$ cat src/rtl/intr_priority_resolver_pkg.sv
`default_nettype none
// ============================================================================
// Package     : intr_pkg
// Description : Shared sizes, FSM state encoding and priority helpers for the
//               6-input interrupt priority resolver.
// Revision    : 1.0 - initial release
// ============================================================================
package intr_pkg;

  localparam int NUM_IRQ = 6;
  localparam int CODE_W  = 3;

  typedef enum logic [1:0] {
    IDLE = 2'd0,
    REQ  = 2'd1,
    ACK  = 2'd2
  } state_t;

  // Encoded vector of the highest set bit: bit5->1 ... bit0->6, none->0.
  function automatic logic [CODE_W-1:0] prio_code(input logic [NUM_IRQ-1:0] vec);
    logic [CODE_W-1:0] code;
    code = '0;
    // Ascending scan so the highest set bit is the last one written.
    for (int i = 0; i < NUM_IRQ; i++) begin
      if (vec[i]) begin
        code = CODE_W'(NUM_IRQ - i);
      end
    end
    return code;
  endfunction

  // One-hot of the highest set bit; zero when the vector is empty.
  function automatic logic [NUM_IRQ-1:0] highest_bit(input logic [NUM_IRQ-1:0] vec);
    logic [NUM_IRQ-1:0] onehot;
    onehot = '0;
    for (int i = 0; i < NUM_IRQ; i++) begin
      if (vec[i]) begin
        onehot    = '0;
        onehot[i] = 1'b1;
      end
    end
    return onehot;
  endfunction

  // Inverse of prio_code: line one-hot for a code 1..6, zero for any other code.
  function automatic logic [NUM_IRQ-1:0] code_onehot(input logic [CODE_W-1:0] code);
    logic [NUM_IRQ-1:0] onehot;
    onehot = '0;
    for (int i = 0; i < NUM_IRQ; i++) begin
      if (code == CODE_W'(NUM_IRQ - i)) begin
        onehot[i] = 1'b1;
      end
    end
    return onehot;
  endfunction

endpackage : intr_pkg
`default_nettype wire

$ cat src/rtl/intr_priority_resolver_edge_sync.sv
`default_nettype none
// ============================================================================
// Module      : irq_edge_sync
// Description : Synchronises one asynchronous IRQ line into the clk domain
//               and emits a single-cycle pulse on each synchronised 0->1.
// Revision    : 1.0 - initial release
// ============================================================================
module irq_edge_sync #(
  parameter int SYNC_LEN = 2
) (
  input  logic clk,
  input  logic reset_n,
  input  logic async_in,
  output logic edge_pulse
);

  logic [SYNC_LEN-1:0] r_sync;
  logic                r_prev;

  // Synchroniser chain plus one delayed copy of its output for the edge compare.
  always_ff @(posedge clk or negedge reset_n) begin
    if (!reset_n) begin
      r_sync <= '0;
      r_prev <= 1'b0;
    end else begin
      r_sync <= {r_sync[SYNC_LEN-2:0], async_in};
      r_prev <= r_sync[SYNC_LEN-1];
    end
  end

  // A line held high yields exactly one pulse.
  assign edge_pulse = r_sync[SYNC_LEN-1] & ~r_prev;

endmodule : irq_edge_sync
`default_nettype wire

$ cat src/rtl/intr_priority_resolver.sv
`default_nettype none
// ============================================================================
// Module      : intr_priority_resolver
// Description : Upstream stage of the 6-input interrupt controller. Latches
//               synchronised IRQ edges into the IRR, applies the mask,
//               resolves the highest eligible request under fully nested
//               priority and runs the INTA/EOI handshake maintaining the ISR.
// Revision    : 1.0 - initial release
// ============================================================================
module intr_priority_resolver
  import intr_pkg::*;
#(
  parameter int SYNC_LEN = 2
) (
  input  logic              clk,
  input  logic              reset_n,
  input  logic [NUM_IRQ-1:0] irq_in,
  input  logic [NUM_IRQ-1:0] imr,
  input  logic              int_ack,
  input  logic              eoi,
  output logic              int_req,
  output logic [CODE_W-1:0] irq_code,
  output logic [NUM_IRQ-1:0] isr_out
);

  // --------------------------------------------------------------------------
  // Per-line synchronisers and edge detectors
  // --------------------------------------------------------------------------
  logic [NUM_IRQ-1:0] w_edge;

  for (genvar i = 0; i < NUM_IRQ; i++) begin : g_sync
    irq_edge_sync #(
      .SYNC_LEN (SYNC_LEN)
    ) u_sync (
      .clk        (clk),
      .reset_n    (reset_n),
      .async_in   (irq_in[i]),
      .edge_pulse (w_edge[i])
    );
  end

  // --------------------------------------------------------------------------
  // State
  // --------------------------------------------------------------------------
  state_t             r_state;
  state_t             w_state_nxt;
  logic               r_int_req;
  logic               w_int_req_nxt;
  logic [CODE_W-1:0]  r_irq_code;
  logic [CODE_W-1:0]  w_irq_code_nxt;
  logic [NUM_IRQ-1:0] r_irr;
  logic [NUM_IRQ-1:0] r_isr;
  logic [NUM_IRQ-1:0] w_irr_nxt;
  logic [NUM_IRQ-1:0] w_isr_nxt;

  // --------------------------------------------------------------------------
  // Eligibility: the top pending line must outrank the top in-service line.
  // Comparing the two one-hots numerically orders them by bit position, and
  // an empty ISR (zero) is outranked by any pending line.
  // --------------------------------------------------------------------------
  logic [NUM_IRQ-1:0] w_pending;
  logic [NUM_IRQ-1:0] w_top_pend;
  logic [NUM_IRQ-1:0] w_top_isr;
  logic               w_eligible;

  assign w_pending  = r_irr & ~imr;
  assign w_top_pend = highest_bit(w_pending);
  assign w_top_isr  = highest_bit(r_isr);
  assign w_eligible = (|w_pending) && (w_top_pend > w_top_isr);

  // --------------------------------------------------------------------------
  // Acknowledge / end-of-interrupt effects on IRR and ISR.
  // The acked line is the one the CPU saw on irq_code, which is always a
  // valid non-zero code while in REQ.
  // --------------------------------------------------------------------------
  logic               w_ack_fire;
  logic [NUM_IRQ-1:0] w_ack_bit;
  logic [NUM_IRQ-1:0] w_eoi_clr;

  assign w_ack_fire = (r_state == REQ) && int_ack;
  assign w_ack_bit  = w_ack_fire ? code_onehot(r_irq_code) : '0;
  assign w_eoi_clr  = eoi ? w_top_isr : '0;

  // EOI acts on the old ISR first, then the acked line is set; a fresh edge
  // on the acked line overrides its IRR clear.
  always_comb begin
    w_isr_nxt = (r_isr & ~w_eoi_clr) | w_ack_bit;
    w_irr_nxt = (r_irr & ~w_ack_bit) | w_edge;
  end

  // Request/in-service registers.
  always_ff @(posedge clk or negedge reset_n) begin
    if (!reset_n) begin
      r_irr <= '0;
      r_isr <= '0;
    end else begin
      r_irr <= w_irr_nxt;
      r_isr <= w_isr_nxt;
    end
  end

  // --------------------------------------------------------------------------
  // Handshake FSM. Outputs are computed as next values so that int_req and
  // irq_code leave registers.
  // --------------------------------------------------------------------------

  // Next-state and next-output decode.
  always_comb begin
    w_state_nxt    = r_state;
    w_int_req_nxt  = 1'b0;
    w_irq_code_nxt = '0;
    case (r_state)
      IDLE: begin
        if (w_eligible) begin
          w_state_nxt    = REQ;
          w_int_req_nxt  = 1'b1;
          w_irq_code_nxt = prio_code(w_pending);
        end
      end
      REQ: begin
        if (int_ack) begin
          // Hold the acked vector one more cycle for the decode stage.
          w_state_nxt    = ACK;
          w_irq_code_nxt = r_irq_code;
        end else if (!w_eligible) begin
          w_state_nxt = IDLE;
        end else begin
          // Re-resolve so a higher late arrival replaces the pending vector.
          w_int_req_nxt  = 1'b1;
          w_irq_code_nxt = prio_code(w_pending);
        end
      end
      ACK: begin
        w_state_nxt = IDLE;
      end
      default: begin
        w_state_nxt = IDLE;
      end
    endcase
  end

  // FSM state and registered outputs.
  always_ff @(posedge clk or negedge reset_n) begin
    if (!reset_n) begin
      r_state    <= IDLE;
      r_int_req  <= 1'b0;
      r_irq_code <= '0;
    end else begin
      r_state    <= w_state_nxt;
      r_int_req  <= w_int_req_nxt;
      r_irq_code <= w_irq_code_nxt;
    end
  end

  assign int_req  = r_int_req;
  assign irq_code = r_irq_code;
  assign isr_out  = r_isr;

endmodule : intr_priority_resolver
`default_nettype wire
$ cat config.mk
export PLATFORM = sky130hd
export DESIGN_NAME = intr_priority_resolver
export DESIGN_NICKNAME = d
export VERILOG_FILES = /design/src/rtl/intr_priority_resolver_pkg.sv /design/src/rtl/intr_priority_resolver_edge_sync.sv /design/src/rtl/intr_priority_resolver.sv
export SDC_FILE = /design/constraint.sdc
export NUM_CORES = 1
export LEC_CHECK = 0
export BUFFER_PORTS_ARGS = -buffer_cell sky130_fd_sc_hd__buf_4
export CAP_MARGIN = 40
export CORE_ASPECT_RATIO = 1.75
export CORE_MARGIN = 4
export CORE_UTILIZATION = 60
export CTS_BUF_LIST = sky130_fd_sc_hd__clkbuf_8
export DETAILED_ROUTE_END_ITERATION = 10
export PLACE_DENSITY = 0.82
export SYNTH_ARGS = -nofsm -noshare
export SYNTH_HDL_FRONTEND = slang
export SYNTH_SLANG_ARGS = --single-unit
$ cat constraint.sdc
create_clock -name clk -period 6 [get_ports clk]
set_input_delay 0.3 -clock clk [delete_from_list [all_inputs] [get_ports clk]]
set_output_delay 0.3 -clock clk [all_outputs]
set_load 0.01 [all_outputs]
== Word-level counts from Yosys, hierarchy flattened ==
Index checks and enable logic that the tools add are counted.
Cells by class
  muxes and demuxes: 36
  reduce and logical (&&, ||, !) cells: 5
  shifts and indexed selects: 0
  multipliers: 0
  divide/modulo/power cells: 0
  bitwise gates (word level): 20
  order comparisons: 1
  equal/unequal tests: 10
  add/subtract/negate cells: 0
Operators with widths (count)
  two-way mux 6 bit: 10
  two-way mux 3 bit: 9
  bitwise AND 6 bit: 3
  inverter 6 bit: 3
  OR 6 bit: 2
  two-way mux 1 bit: 10
  equality test 3 bit, second input constant: 3
  two-way mux 2 bit: 4
  bitwise AND 1 bit: 6
  equality test 3 x 2 -> 1 bit, second input constant: 2
  greater-than comparator 6 bit: 1
  inverter 1 bit: 6
  one-hot mux 3 bit (2 select lines): 1
  OR reduction 6 bit: 1
  inequality test 2 bit, second input constant: 2
  one-hot mux 2 bit (2 select lines): 1
  equality test 3 x 1 -> 1 bit, second input constant: 1
  inequality test 3 bit, second input constant: 1
  equality test 2 x 1 -> 1 bit, second input constant: 1
  logical AND 1 bit: 2
  logical NOT 2 bit: 1
  one-hot mux 1 bit (2 select lines): 1
  AND reduction 2 bit: 1
Storage, ports and cells
  memory bits (writable): 0
  input bits: 16
  bits in read-only memories: 0
  register bits after elaboration: 36
  logic and storage cells: 89
  memories: 0
  latch bits: 0

== Depth between registers and ports, before layout ==
  depth after elaboration: 13
  gate-level depth with buffers: 8

== Hierarchy ==
A second synthesis with hierarchy kept.
Unflattened totals
  cell total of the unflattened synthesis: 127
  area total of the unflattened synthesis: 1532.7 sq um
By module, submodules not included
  intr_priority_resolver: cells each 103, seq. area each 450.4 sq um, instances 1, area an instance 999.7 sq um
  irq_edge_sync: cells each 4, seq. area each 75.1 sq um, instances 6, area an instance 88.8 sq um

== Least setup slack after synthesis ==
No wires, ideal clock.
  path kind: flip-flop to flip-flop
  from: register r_isr[5] (netlist: isr_out[5])
  to: register r_irq_code[2] (netlist: irq_code[2])
  clock period less this slack: 1944 ps
  data arrival time: 1841 ps
  data required time: 5896 ps
  stages on the path, launching flop included: 7
  setup slack: 4056 ps
  path through: dfrtp_1 > nor4_1 > nand2_1 > ha_1 > a21oi_1 > o221a_2 > o41ai_2
Between the ends
  longest elaborated chain between the ends: 6
RTL lines
  from (decl): RTL line intr_priority_resolver.sv:52  | logic [NUM_IRQ-1:0] r_isr;
  from (signal assigned): RTL line intr_priority_resolver.sv:98  | r_isr <= w_isr_nxt;
  two-way mux 6 bit (*): RTL line intr_priority_resolver_pkg.sv:37  | if (vec[i]) begin
  greater-than comparator 6 bit (*): RTL line intr_priority_resolver.sv:69  | assign w_eligible = (|w_pending) && (w_top_pend > w_top_isr);
  logical AND 1 bit (*): RTL line intr_priority_resolver.sv:69
  two-way mux 3 bit (*): RTL line intr_priority_resolver.sv:125  | end else if (!w_eligible) begin
  two-way mux 3 bit: RTL line intr_priority_resolver.sv:121  | if (int_ack) begin
  one-hot mux 3 bit (2 select lines) (*): RTL line intr_priority_resolver.sv:112  | case (r_state)
  to (signal assigned): RTL line intr_priority_resolver.sv:151  | r_irq_code <= w_irq_code_nxt;
  to (decl): RTL line intr_priority_resolver.sv:49  | logic [CODE_W-1:0] r_irq_code;
Every way passes the cells marked *; elsewhere a longest branch is shown, timed or not. The select of a mux whose other input is x is not followed.
A chain may end at the register's enable or synchronous reset.

== Worst setup path in the final report ==
Same ends and word-level chain as after synthesis.

==> impl_results.rst <==
.. list-table::
   :header-rows: 1

   * - Metric
     - Value
   * - Final Instance Count excl. Fillers
     - 187
   * - Top cells by instance count after synthesis
     - sky130_fd_sc_hd__dfrtp_1 (36), sky130_fd_sc_hd__nand2_1 (19), sky130_fd_sc_hd__o21ai_0 (11)
   * - Most instantiated library cell after synthesis
     - sky130_fd_sc_hd__dfrtp_1
   * - Number of distinct standard cells referenced by the synthesized netlist
     - 25
   * - Highest fanout seen on the critical path
     - 6
   * - EDFF count, synth
     - 0
   * - Effective utilization at floorplan
     - 63.5%
   * - Clock Sink Count
     - 36
   * - Pin count of the biggest net entering global routing
     - 37
   * - DRC Markers
     - 0
   * - Die Height
     - 73.3 µm
   * - Unrepaired setup endpoints after global routing
     - no
   * - Number of max-slew violations in the final report
     - 0
   * - Io pins
     - 26
   * - Via count of the first global-routing pass
     - 1151
   * - Capturing instance or port of the critical path
     - irq_code[2]
   * - Total setup violations reported at the end of the flow
     - 0
   * - CP Data Required Time
     - 6.18 ns
   * - Number of levels the H-tree was split into
     - 2
   * - Final ANT Viol Nets
     - 0
   * - Number of buffers created by CTS
     - 5
   * - Final wirelength
     - 3020 µm
   * - Maximum VDD drop
     - 0.290 mV
   * - Final core occ
     - 78.4%
   * - Setup tns final
     - 0 ns
   * - Kind of path behind the tightest hold check
     - input port to flip-flop
   * - Placement row count
     - 23
   * - Number of antenna violations at the first check in global routing
     - 0
   * - Port Buffers
     - 25
   * - Sequential share of the synthesized area
     - 61.6%
   * - Mapped Avg Cell Area
     - 11.3 µm²
   * - Reg-to-Reg End
     - irq_code[2]
   * - Kind of critical path
     - flip-flop to flip-flop
   * - Wire length of the first global-routing pass
     - 5110 µm
   * - GP Congestion
     - 0.817
   * - Setup crit start kind
     - flip-flop
   * - Start point of the critical path
     - isr_out[5]
   * - Overflow after GRT
     - 0
   * - Post CTS Setup Buffer Count
     - 0
   * - Data arrival time at the worst-slack endpoint
     - 2.33 ns
   * - Outcome
     - finished, final reports clean
   * - Static power due to leakage
     - 0.902 nW
   * - Average routed wire per standard cell
     - 16.1 µm
   * - Core box area
     - 2300 µm²
   * - PostCTS Resize Cnt
     - 0
   * - Count of routing violations after the opening detailed-route iteration
     - 15
   * - Leading cell types by total area after synthesis
     - sky130_fd_sc_hd__dfrtp_1 (62%), sky130_fd_sc_hd__ha_1 (5.1%), sky130_fd_sc_hd__nand2_1 (4.9%), sky130_fd_sc_hd__nand2b_1 (3.9%), sky130_fd_sc_hd__o21ai_0 (3.8%)
   * - DP Cell Count
     - 178
   * - Insertion delay of the later-clocked pin in the worst-skew pair
     - 0.29 ns
   * - Cell count after synthesis
     - 129
   * - Worst setup slack for register-to-register paths
     - 3.85 ns
   * - Final number of hold-violating endpoints
     - 0
   * - Area used by multi-input combinational logic
     - 512 µm²
   * - Reg2reg start
     - isr_out[5]
   * - Fill cells
     - 159
   * - Worst Reg2Reg Path Length in Cells
     - 6
   * - Max cap viols
     - 0
   * - Antenna diodes
     - 0
   * - CTS tree
     - done
   * - Floorplan die area
     - 3320 µm²
   * - Count of state elements after synthesis
     - 36
   * - Async S/R FF share, synth
     - 100%
   * - Area share of the leading cell type in the synthesized netlist
     - 61.6%
   * - Clock-pin transition on the worst setup and hold timing paths
     - 0.07 ns
   * - Worst-case headroom to the max-slew limit
     - 69.7%
   * - Pre-Repair DR Iteration Count
     - 4
   * - Setup Skew
     - 0.00557 ns
   * - Final cycle utilization of the critical path
     - 35.8%
   * - Maximum clock path buffer count
     - 2
   * - Mapped cell area
     - 1460 µm²
   * - Area leader, netlist
     - sky130_fd_sc_hd__dfrtp_1
   * - Overall power consumption
     - 0.675 mW
   * - Horizontal die dimension
     - 45.3 µm
   * - Crit. End Element
     - flip-flop
   * - Final HPWL from detailed placement
     - 2320 µm
   * - Via/cell ratio
     - 5.61
   * - Yosys warnings
     - 0
   * - Post-route minimum period
     - 2.15 ns
   * - Pwr/cell area
     - 374 nW/µm²
   * - Vias
     - 1049
   * - Root buffer cell
     - sky130_fd_sc_hd__clkbuf_8
   * - Predominant post-synthesis flop cell
     - sky130_fd_sc_hd__dfrtp_1
   * - Flip-flop and latch area
     - 901 µm²
   * - Area grow syn2layout
     - 23.5%
   * - Layout Nets
     - 183
   * - Worst-Margin Slew
     - 0.450 ns
   * - Layout cell share with drive strength beyond 1
     - 22.8%
   * - Maximum operating frequency
     - 466 MHz
   * - Worst Min Path Start
     - irq_in[4]
   * - Net Count, Synth
     - 151
   * - Overall track demand over capacity in global routing
     - 22.1%
==> critical path: stages (launching register included) <==
cell and delay, ns:
sky130_fd_sc_hd__dfrtp_1 0.43, sky130_fd_sc_hd__nor4_1 0.47, sky130_fd_sc_hd__nand2_1 0.12, sky130_fd_sc_hd__ha_1 0.31, sky130_fd_sc_hd__a21oi_1 0.07, sky130_fd_sc_hd__o221a_2 0.32, sky130_fd_sc_hd__o41ai_2 0.33
==> routing by layer <==
| layer | up-vias | share of wire, % | global-route usage, % |
|---|---|---|---|
| li1 | 504 | - | - |
| met1 | 502 | 37 | 25.0 |
| met2 | 30 | 54 | 36.1 |
| met3 | 13 | 5.3 | 6.13 |
| met4 | 0 | 4.2 | 13.0 |
| met5 | - | 0 | 0 |
==> state kept, by name (all words and copies together), names as in the netlist <==
name                  cells
g_sync.u_sync.r_prev      6
r_state                   2
irq_code                  3
g_sync.u_sync.r_sync     12
r_irr                     6
int_req                   1
isr_out                   6
==> stage by stage <==
stage,area (µm²),setup slack [ns],hold WS (ns)
final,1810,3.85,0.121
after global routing,1810,3.65,0.109
after CTS,1810,3.85,0.112
after detailed placement,1670,3.85,0.274
after global placement,1670,3.92,0.262
after floorplan,1460,4.06,0.00441
==> worst min path at each step <==
stage | endpoint | slack, ns | depth (start not counted)
2_1_floorplan | g_sync[0].u_sync.r_prev | 0.004 | 0
3_3_place_gp | g_sync[5].u_sync.r_prev | 0.26 | 1
3_5_place_dp | isr_out[2] | 0.27 | 1
4_1_cts | g_sync[4].u_sync.r_sync[0] | 0.11 | 1
5_1_grt | g_sync[5].u_sync.r_sync[0] | 0.11 | 1
6_report | g_sync[4].u_sync.r_sync[0] | 0.12 | 1
==> cell type report <==
class,instances,area share (%)
repair buffers,26,10.9
clock inverters,1,1.66
clock buffers,7,5.34
multi-input cells,82,28.3
flip-flops and latches,36,49.9
inverters,10,2.08
well taps,25,1.73
==> power by group <==
part           internal, mW  total (mW)  switching [mW]
Sequential            0.273       0.300          0.0272
Combinational        0.0656       0.148          0.0825
Clock                 0.146       0.227          0.0809
Total                 0.485       0.675           0.191
==> logic make-up (layout without fill, tap and decap cells) <==
kind of cell	after synthesis	count (layout)	synth area share [%]
adders and majority gates	6	6	5.14
and+or+nand+nor	51	51	18.1
buffers and inverters	11	44	3.34
DFF	36	36	61.6
AOI/OAI and AO/OA	25	25	11.8
==> cell usage in the layout (no fill, tap or decap) <==
master and count:
sky130_fd_sc_hd__and3_1 1, sky130_fd_sc_hd__o31ai_1 2, sky130_fd_sc_hd__dlygate4sd3_1 1, sky130_fd_sc_hd__or3_1 1, sky130_fd_sc_hd__nand4_1 1, sky130_fd_sc_hd__nor2_1 6, sky130_fd_sc_hd__nand3b_1 2, sky130_fd_sc_hd__nand2_1 19
sky130_fd_sc_hd__a21oi_1 5, sky130_fd_sc_hd__dfrtp_1 36, sky130_fd_sc_hd__nor3b_1 1, sky130_fd_sc_hd__nand3_1 3, sky130_fd_sc_hd__o221ai_2 1, sky130_fd_sc_hd__and3b_1 2, sky130_fd_sc_hd__nor4_1 1, sky130_fd_sc_hd__bufinv_16 1
sky130_fd_sc_hd__a22o_1 4, sky130_fd_sc_hd__o221a_2 1, sky130_fd_sc_hd__buf_4 25, sky130_fd_sc_hd__o21ai_0 11, sky130_fd_sc_hd__clkbuf_8 7, sky130_fd_sc_hd__nor3_1 2, sky130_fd_sc_hd__nor2b_1 2, sky130_fd_sc_hd__nand2b_1 9
sky130_fd_sc_hd__nand2_4 1, sky130_fd_sc_hd__o41ai_2 1, sky130_fd_sc_hd__inv_1 10, sky130_fd_sc_hd__ha_1 6
==> repair_timing <==
action | in CTS | in global routing
endpoints found under the setup margin | 0 | 0
hold endpoints to repair | 36 | 0
hold buffers | 1 | 0
Note: power is estimated with default switching activity, not from simulation.
